<file path="config.mk">
export PLATFORM = sky130hd
export DESIGN_NAME = game_flow_ctrl
export DESIGN_NICKNAME = d
export VERILOG_FILES = /design/src/rtl/game_flow_ctrl.sv
export SDC_FILE = /design/constraint.sdc
export NUM_CORES = 1
export LEC_CHECK = 0
export CAP_MARGIN = 20
export CORE_ASPECT_RATIO = 0.7
export CORE_UTILIZATION = 57
export DETAILED_ROUTE_END_ITERATION = 6
export GPL_TIMING_DRIVEN = 0
export PLACE_DENSITY = 0.86
export SKIP_LAST_GASP = 1
export SYNTH_ARGS = -nofsm -noshare
export SYNTH_HDL_FRONTEND = slang
export SYNTH_SLANG_ARGS = --single-unit
</file>
<file path="constraint.sdc">
create_clock -name clk -period 6.8 [get_ports clk]
set_input_delay 1.02 -clock clk [delete_from_list [all_inputs] [get_ports clk]]
set_output_delay 1.02 -clock clk [all_outputs]
set_load 0.02 [all_outputs]
</file>
<file path="src/rtl/game_flow_ctrl.sv">
// Game flow controller: overlap counting, lives, score and scroll offset.
// Single clock domain, driven by the sync generator's pixel counters.
module game_flow_ctrl #(
  parameter int SCROLL_STEP   = 4,
  parameter int SCROLL_WRAP   = 400,
  parameter int LIVES_INIT    = 3,
  parameter int HIT_THRESH    = 8,
  parameter int INVULN_FRAMES = 60
) (
  input  logic       clk,
  input  logic       rst_n,
  input  logic [9:0] pix_x,
  input  logic [9:0] pix_y,
  input  logic       video_active,
  input  logic       draw_sin,
  input  logic       draw_player,
  input  logic       start_btn,
  output logic [9:0] x_offset,
  output logic       game_started,
  output logic [1:0] lives,
  output logic [7:0] score,
  output logic       game_over,
  output logic       hit_flash
);

  typedef enum logic [1:0] {
    IDLE,
    RUN,
    HIT,
    OVER
  } state_t;

  state_t      state, state_n;
  logic        s1, s2, s3;
  logic        v1, v2, armed;
  logic        start_edge;
  logic [7:0]  ovl;
  logic [7:0]  inv, inv_n;
  logic [9:0]  xo, xo_n;
  logic [1:0]  lv, lv_n;
  logic [7:0]  sc, sc_n;
  logic        frame_end;
  logic        hit_px;
  logic [10:0] sum;
  logic        wrap;
  logic [9:0]  xo_adv;
  logic [7:0]  sc_adv;

  assign frame_end = (pix_x == 10'd640) && (pix_y == 10'd480);
  assign hit_px    = video_active & draw_sin & draw_player;

  // armed blocks a button already held at reset release from starting a game
  always_ff @(posedge clk or negedge rst_n) begin
    if (!rst_n) begin
      s1         <= 1'b0;
      s2         <= 1'b0;
      s3         <= 1'b0;
      v1         <= 1'b0;
      v2         <= 1'b0;
      armed      <= 1'b0;
      start_edge <= 1'b0;
    end else begin
      s1         <= start_btn;
      s2         <= s1;
      s3         <= s2;
      v1         <= 1'b1;
      v2         <= v1;
      armed      <= armed | (v2 & ~s2);
      start_edge <= s2 & ~s3 & armed;
    end
  end

  always_ff @(posedge clk or negedge rst_n) begin
    if (!rst_n) begin
      ovl <= 8'd0;
    end else if (frame_end) begin
      ovl <= 8'd0;
    end else if (hit_px && ovl != 8'hFF) begin
      ovl <= ovl + 8'd1;
    end
  end

  assign sum    = {1'b0, xo} + 11'(SCROLL_STEP);
  assign wrap   = sum >= 11'(SCROLL_WRAP);
  assign xo_adv = wrap ? 10'(sum - 11'(SCROLL_WRAP)) : sum[9:0];
  assign sc_adv = (wrap && sc != 8'hFF) ? sc + 8'd1 : sc;

  always_comb begin
    state_n = state;
    xo_n    = xo;
    lv_n    = lv;
    sc_n    = sc;
    inv_n   = inv;
    unique case (state)
      IDLE, OVER: begin
        if (start_edge) begin
          state_n = RUN;
          xo_n    = 10'd0;
          lv_n    = 2'(LIVES_INIT);
          sc_n    = 8'd0;
          inv_n   = 8'd0;
        end
      end
      RUN: begin
        if (frame_end) begin
          xo_n = xo_adv;
          sc_n = sc_adv;
          if (ovl >= 8'(HIT_THRESH)) begin
            if (lv <= 2'd1) begin
              lv_n    = 2'd0;
              state_n = OVER;
            end else begin
              lv_n    = lv - 2'd1;
              inv_n   = 8'(INVULN_FRAMES);
              state_n = HIT;
            end
          end
        end
      end
      HIT: begin
        if (frame_end) begin
          xo_n  = xo_adv;
          sc_n  = sc_adv;
          inv_n = inv - 8'd1;
          if (inv <= 8'd1) begin
            inv_n   = 8'd0;
            state_n = RUN;
          end
        end
      end
      default: state_n = IDLE;
    endcase
  end

  always_ff @(posedge clk or negedge rst_n) begin
    if (!rst_n) begin
      state <= IDLE;
      xo    <= 10'd0;
      lv    <= 2'd0;
      sc    <= 8'd0;
      inv   <= 8'd0;
    end else begin
      state <= state_n;
      xo    <= xo_n;
      lv    <= lv_n;
      sc    <= sc_n;
      inv   <= inv_n;
    end
  end

  assign x_offset     = xo;
  assign lives        = lv;
  assign score        = sc;
  assign game_started = (state != IDLE);
  assign game_over    = (state == OVER);
  assign hit_flash    = (state == HIT) & inv[3];

endmodule

</file>
-- Yosys cells after proc, flatten, opt, wreduce, memory -nomap -nowiden
Index checks and enable logic that the tools add are counted.
- add/sub/neg operators: 6
- order comparisons: 4
- eq/ne operators: 15
- muxes and demuxes: 28
- bitwise operators: 9
- reduce and logical (&&, ||, !) cells: 14
- operator list (operator ; count):
    $mux W8 ; 10
    $mux W10 ; 3
    $pmux W8 S3 ; 1
    $pmux W10 S2 ; 1
    $mux W2 ; 9
    $add A8 B1 Y8 const B ; 2
    $ne A8 B8 Y1 const B ; 2
    $pmux W8 S2 ; 1
    $ne A2 B2 Y1 const B ; 6
    $add A10 B3 Y11 const B ; 1
    $ge A11 B9 Y1 const B ; 1
    $eq A10 B10 Y1 const B ; 1
    $eq A10 B9 Y1 const B ; 1
    $reduce_and A5 Y1 ; 2
    $sub A10 B9 Y10 const B ; 1
    $ge A8 B4 Y1 const B ; 1
    $le A8 B1 Y1 const B ; 1
    $sub A8 B1 Y8 const B ; 1
    $and A1 B1 Y1 ; 6
    $pmux W2 S3 ; 1
    $reduce_bool A2 Y1 ; 3
    $eq A2 B2 Y1 const B ; 2
    $ne A2 B1 Y1 const B ; 2
    $pmux W2 S2 ; 1
    12 further kinds ; 16
- register bits after elaboration: 45
- input port bits: 26
- output and inout port bits: 23
- word-level logic and storage cells: 89

-- Longest topological paths before layout
- depth after elaboration: 6
- gate-level depth with buffers: 10

-- Worst setup path after synthesis
OpenSTA, ideal clock, no wires.
- path type: input-to-reg
- from: input pix_y[0]
- to: register sc[3] (netlist: score[3])
- library setup time: 0.124 ns
- data arrival time: 2.972 ns
- data required time: 6.676 ns
- path slack: 3.704 ns
- stages on the path: 7
- buffers on the path: 0
- path through: or4_4 nor3b_4 nand3_1 a221o_1 or3_1 and3_1 a211o_1
- word-level cells in the longest chain between the ends: 4
- ends and longest elaborated chain (what ; RTL line ; text):
    from (decl) ; 13 ; input logic [9:0] pix_y,
    $eq A10 B9 Y1 ; 49 ; assign frame_end = (pix_x == 10'd640) && (pix_y == 10'd480);
    $logic_and A1 B1 Y1 ; 49 ;
    $ne A2 B1 Y1 (no source line) ; - ;
    $reduce_and A3 Y1 (no source line) ; - ;
    to (signal assigned) ; 146 ; sc <= sc_n;
    to (decl) ; 41 ; logic [7:0] sc, sc_n;
No other way between the ends.
A chain may end at the register's enable or synchronous reset.

-- Worst setup path after layout
Ends and elaborated chain as after synthesis.

==> summary.md <==
| Metric | Value |
|---|---|
| WP data arrival | `3.55 ns` |
| Routed wire length | `6.17 mm` |
| Max-cap violations | `0` |
| Largest net degree at the start of global routing | `25` |
| Post-CTS Setup Inserts | `0` |
| Routed WL per cell | `14.9 µm` |
| Status | `complete, but fails checks` |
| Logic pwr share | `0.323` |
| DRC Markers | `8` |
| Placed Area | `3230 µm²` |
| Area leader, netlist | `dfrtp_1` |
| Kind of critical path | `in2reg` |
| Final worst slack | `3.44 ns` |
| Crit-path max FO | `5` |
| Fin crit share | `0.493` |
| Fin area | `3330 µm²` |
| Int Pwr | `503 µW` |
| CP bufs+invs | `1` |
| Synth Instances | `305` |
| Antenna cells | `0` |
| Worst Path Required | `7.00 ns` |
| Mapped Area | `2670 µm²` |
| Number of placed instances with taps included | `408` |
| CP Capture Type | `flip-flop` |
| Failing checks | `DRC` |
| Fillcell total | `337` |
| Initial Util | `0.603` |
| Fin nets | `399` |
| Final hold slack | `0.354 ns` |
| P&R area growth vs syn | `24.6%` |
| Total congestion overflow | `0` |
| Clock power share | `0.259` |
| Slew @ Worst Pin | `0.602 ns` |
| Crit path largest cell delay | `0.57 ns` |
| Initial antenna violation count | `0` |
| Core area | `4430 µm²` |
| Placed wire-length estimate | `4.56 mm` |
| GP Congestion | `0.877` |
| Clk_skew | `0.00561 ns` |
| Sequential share of power | `0.418` |
| Vias per std cell | `5.81` |
| Largest vdd supply drop | `153 µV` |
| Power Density | `233 nW/µm²` |
| Vias | `2412` |
| Yosys warnings | `0` |
| Row cnt | `20` |
| Final setup TNS | `0 ns` |
| Post-synthesis cell type count | `56` |
| H-tree levels | `2` |
| GR Util All Layers | `0.274` |
| Ports | `49` |
| Nature of the critical path startpoint | `input port` |
| Die X | `83.8 µm` |
| TritonCTS clock tree | `built` |
| Reg clk slew, reported paths | `0.08 ns` |
| CP top delay family | `simple AND/OR/NAND/NOR gates` |
| Final Non-Filler Cells | `415` |
| Cts-stage hold buffer count | `0` |
| Max-slew violations | `0` |
| Die Area | `4970 µm²` |
| Max clock buf depth | `2` |
| Sw power | `274 µW` |
| Most area-consuming cells after synthesis | `dfrtp_1, ha_1, nand2_1` |
| Clock sinks | `43` |
| Pwr Total | `776 µW` |
| TritonCTS buffer count | `5` |
| Cts repair resizes | `0` |
| Area share of the largest cell type after synthesis | `0.403` |
| Rel. slew slack | `0.596` |
| Antenna-violating nets left | `0` |
| Cell Chain, Critical Path | `clkdlybuf4s50_1, or4_4, nor3b_4, nand3_1, a221o_1, or3_1, and3_1, a211o_1` |
| Post-synth EDFFs | `0` |
| Die height | `59.3 µm` |
| Vias in the first global route | `2309` |
| Clk Latency, worst-skew pair | `0.30 ns` |
| Post-Place Worst Slack | `3.14 ns` |
| HP Class | `reg2reg` |
| Synthesized flop and latch total | `43` |
| Fin. Hold Viols | `0` |
| Top_reg_cell synth | `dfrtp_1` |
| CP max stage cell | `or4_4` |
| Root buffer cell | `clkbuf_8` |
| First-pass GRT wire length | `10.7 mm` |
| DR pass1 iterations | `7` |
| Net Sw Frac | `0.352` |
| Sequential element share of the synthesized area | `0.403` |
| Mean post-synth cell area | `8.76 µm²` |
| Util after Layout | `0.752` |
| LEAKAGE | `1.45 nW` |
| Share of layout cells above drive strength 1 | `0.0722` |
| RSZ-0062 raised after global routing | `false` |
| Setup violators final | `0` |
| Initial DRC count | `116` |
| Buffers on Ports | `46` |
| Crit path time final | `3.36 ns` |
| Max Fclk | `298 MHz` |
| Async S/R FF share, synth | `1.00` |
-- flip-flops by register name (all words and copies together), names as in the netlist --
name / flops
v2: 1
x_offset: 8
s2: 1
state: 2
score: 8
armed: 1
inv: 8
start_edge: 1
ovl: 8
lives: 2
v1: 1
s1: 1
s3: 1
-- worst reg2reg max path: stages, from the launching register on --
cell,delay (ns)
dfrtp_1,0.49
and2_0,0.34
nand2_1,0.11
xor2_1,0.29
ha_1,0.21
nand3_1,0.10
and3_1,0.20
clkbuf_1,0.19
or3_1,0.43
a31o_2,0.24
mux2_2,0.26
-- metal layers --
metal / wire length [µm] / global-route usage / up-vias
li1: - / - / 1183
met1: 2930 / 0.361 / 1160
met2: 2830 / 0.459 / 58
met3: 313 / 0.0627 / 11
met4: 89 / 0.0837 / 0
met5: 0 / 0 / -
-- cell type report --
type | count | area, µm² | share of cell area
clock inverter | 1 | 30.0 | 0.00902
timing repair buffer | 47 | 483 | 0.145
tap | 55 | 68.8 | 0.0207
inverter | 12 | 45.0 | 0.0135
multi-input combinational | 241 | 1510 | 0.453
buffer | 10 | 47.5 | 0.0143
clock buffer | 6 | 72.6 | 0.0218
sequential | 43 | 1080 | 0.323
-- power groups by stage --
stage	registers, mW	clock network (mW)	logic [mW]
after global placement	0.328	0	0.239
after detailed placement	0.330	0	0.249
after CTS	0.324	0.201	0.251
final	0.325	0.201	0.250
after global routing	0.330	0.209	0.284
after floorplan	0.330	0	0.160
-- Yosys cell counts (all sizes together) (4+ instances only) --
master   n
inv     12
and3     8
a21oi   16
xor2     8
or3      4
nor2    29
nand2   39
dfrtp   43
nand4    4
nand3   12
xnor2    8
nor3     8
o21ai   28
buf      4
ha      13
clkbuf   6
mux2i    4
and2     5
-- cells in the final DEF (no fill, tap or decap), types with 3 or more instances in the layout --
cell / instances
ha_1: 13
nor2_1: 28
inv_1: 12
and2_1: 3
clkdlybuf4s50_1: 45
conb_1: 3
nor2b_1: 3
clkbuf_8: 5
dfrtp_1: 43
buf_2: 3
o31ai_1: 3
or3_1: 4
nand2b_1: 3
mux2i_1: 4
nor4_1: 3
nand4_1: 4
nand3_1: 12
o21ai_0: 27
nor3_1: 7
clkbuf_1: 7
xnor2_1: 8
a22o_1: 3
and3_1: 6
a21oi_1: 16
nand2_1: 39
xor2_1: 8
-- path summary, 6_finish.rpt --
check                              end  depth (start not counted)   startpoint  slack, ns
hold / removal                      v2                          0           v1       0.35
hold reg to reg                     v2                          0           v1       0.35
min in group asynchronous       inv[7]                          1        rst_n       0.67
max in group asynchronous       ovl[2]                          2        rst_n       5.63
setup reg to reg           x_offset[8]                         10  x_offset[2]       3.84
setup / recovery              score[3]                          8     pix_y[0]       3.44
-- logic make-up (layout without fill, tap and decap cells) --
kind of cell             after synthesis  in the layout  share of synthesized area
other                                  2              3                    0.00281
adder cells (fa/ha/maj)               13             13                     0.0609
flip-flops                            43             43                      0.403
XOR/XNOR                              16             16                     0.0524
AND/OR/NAND/NOR                      133            133                      0.260
AO/OA/AOI/OAI                         70             70                      0.163
multiplexers                           6              6                     0.0234
buffers and inverters                 22             76                     0.0346
Note: power is estimated with default switching activity, not from simulation.
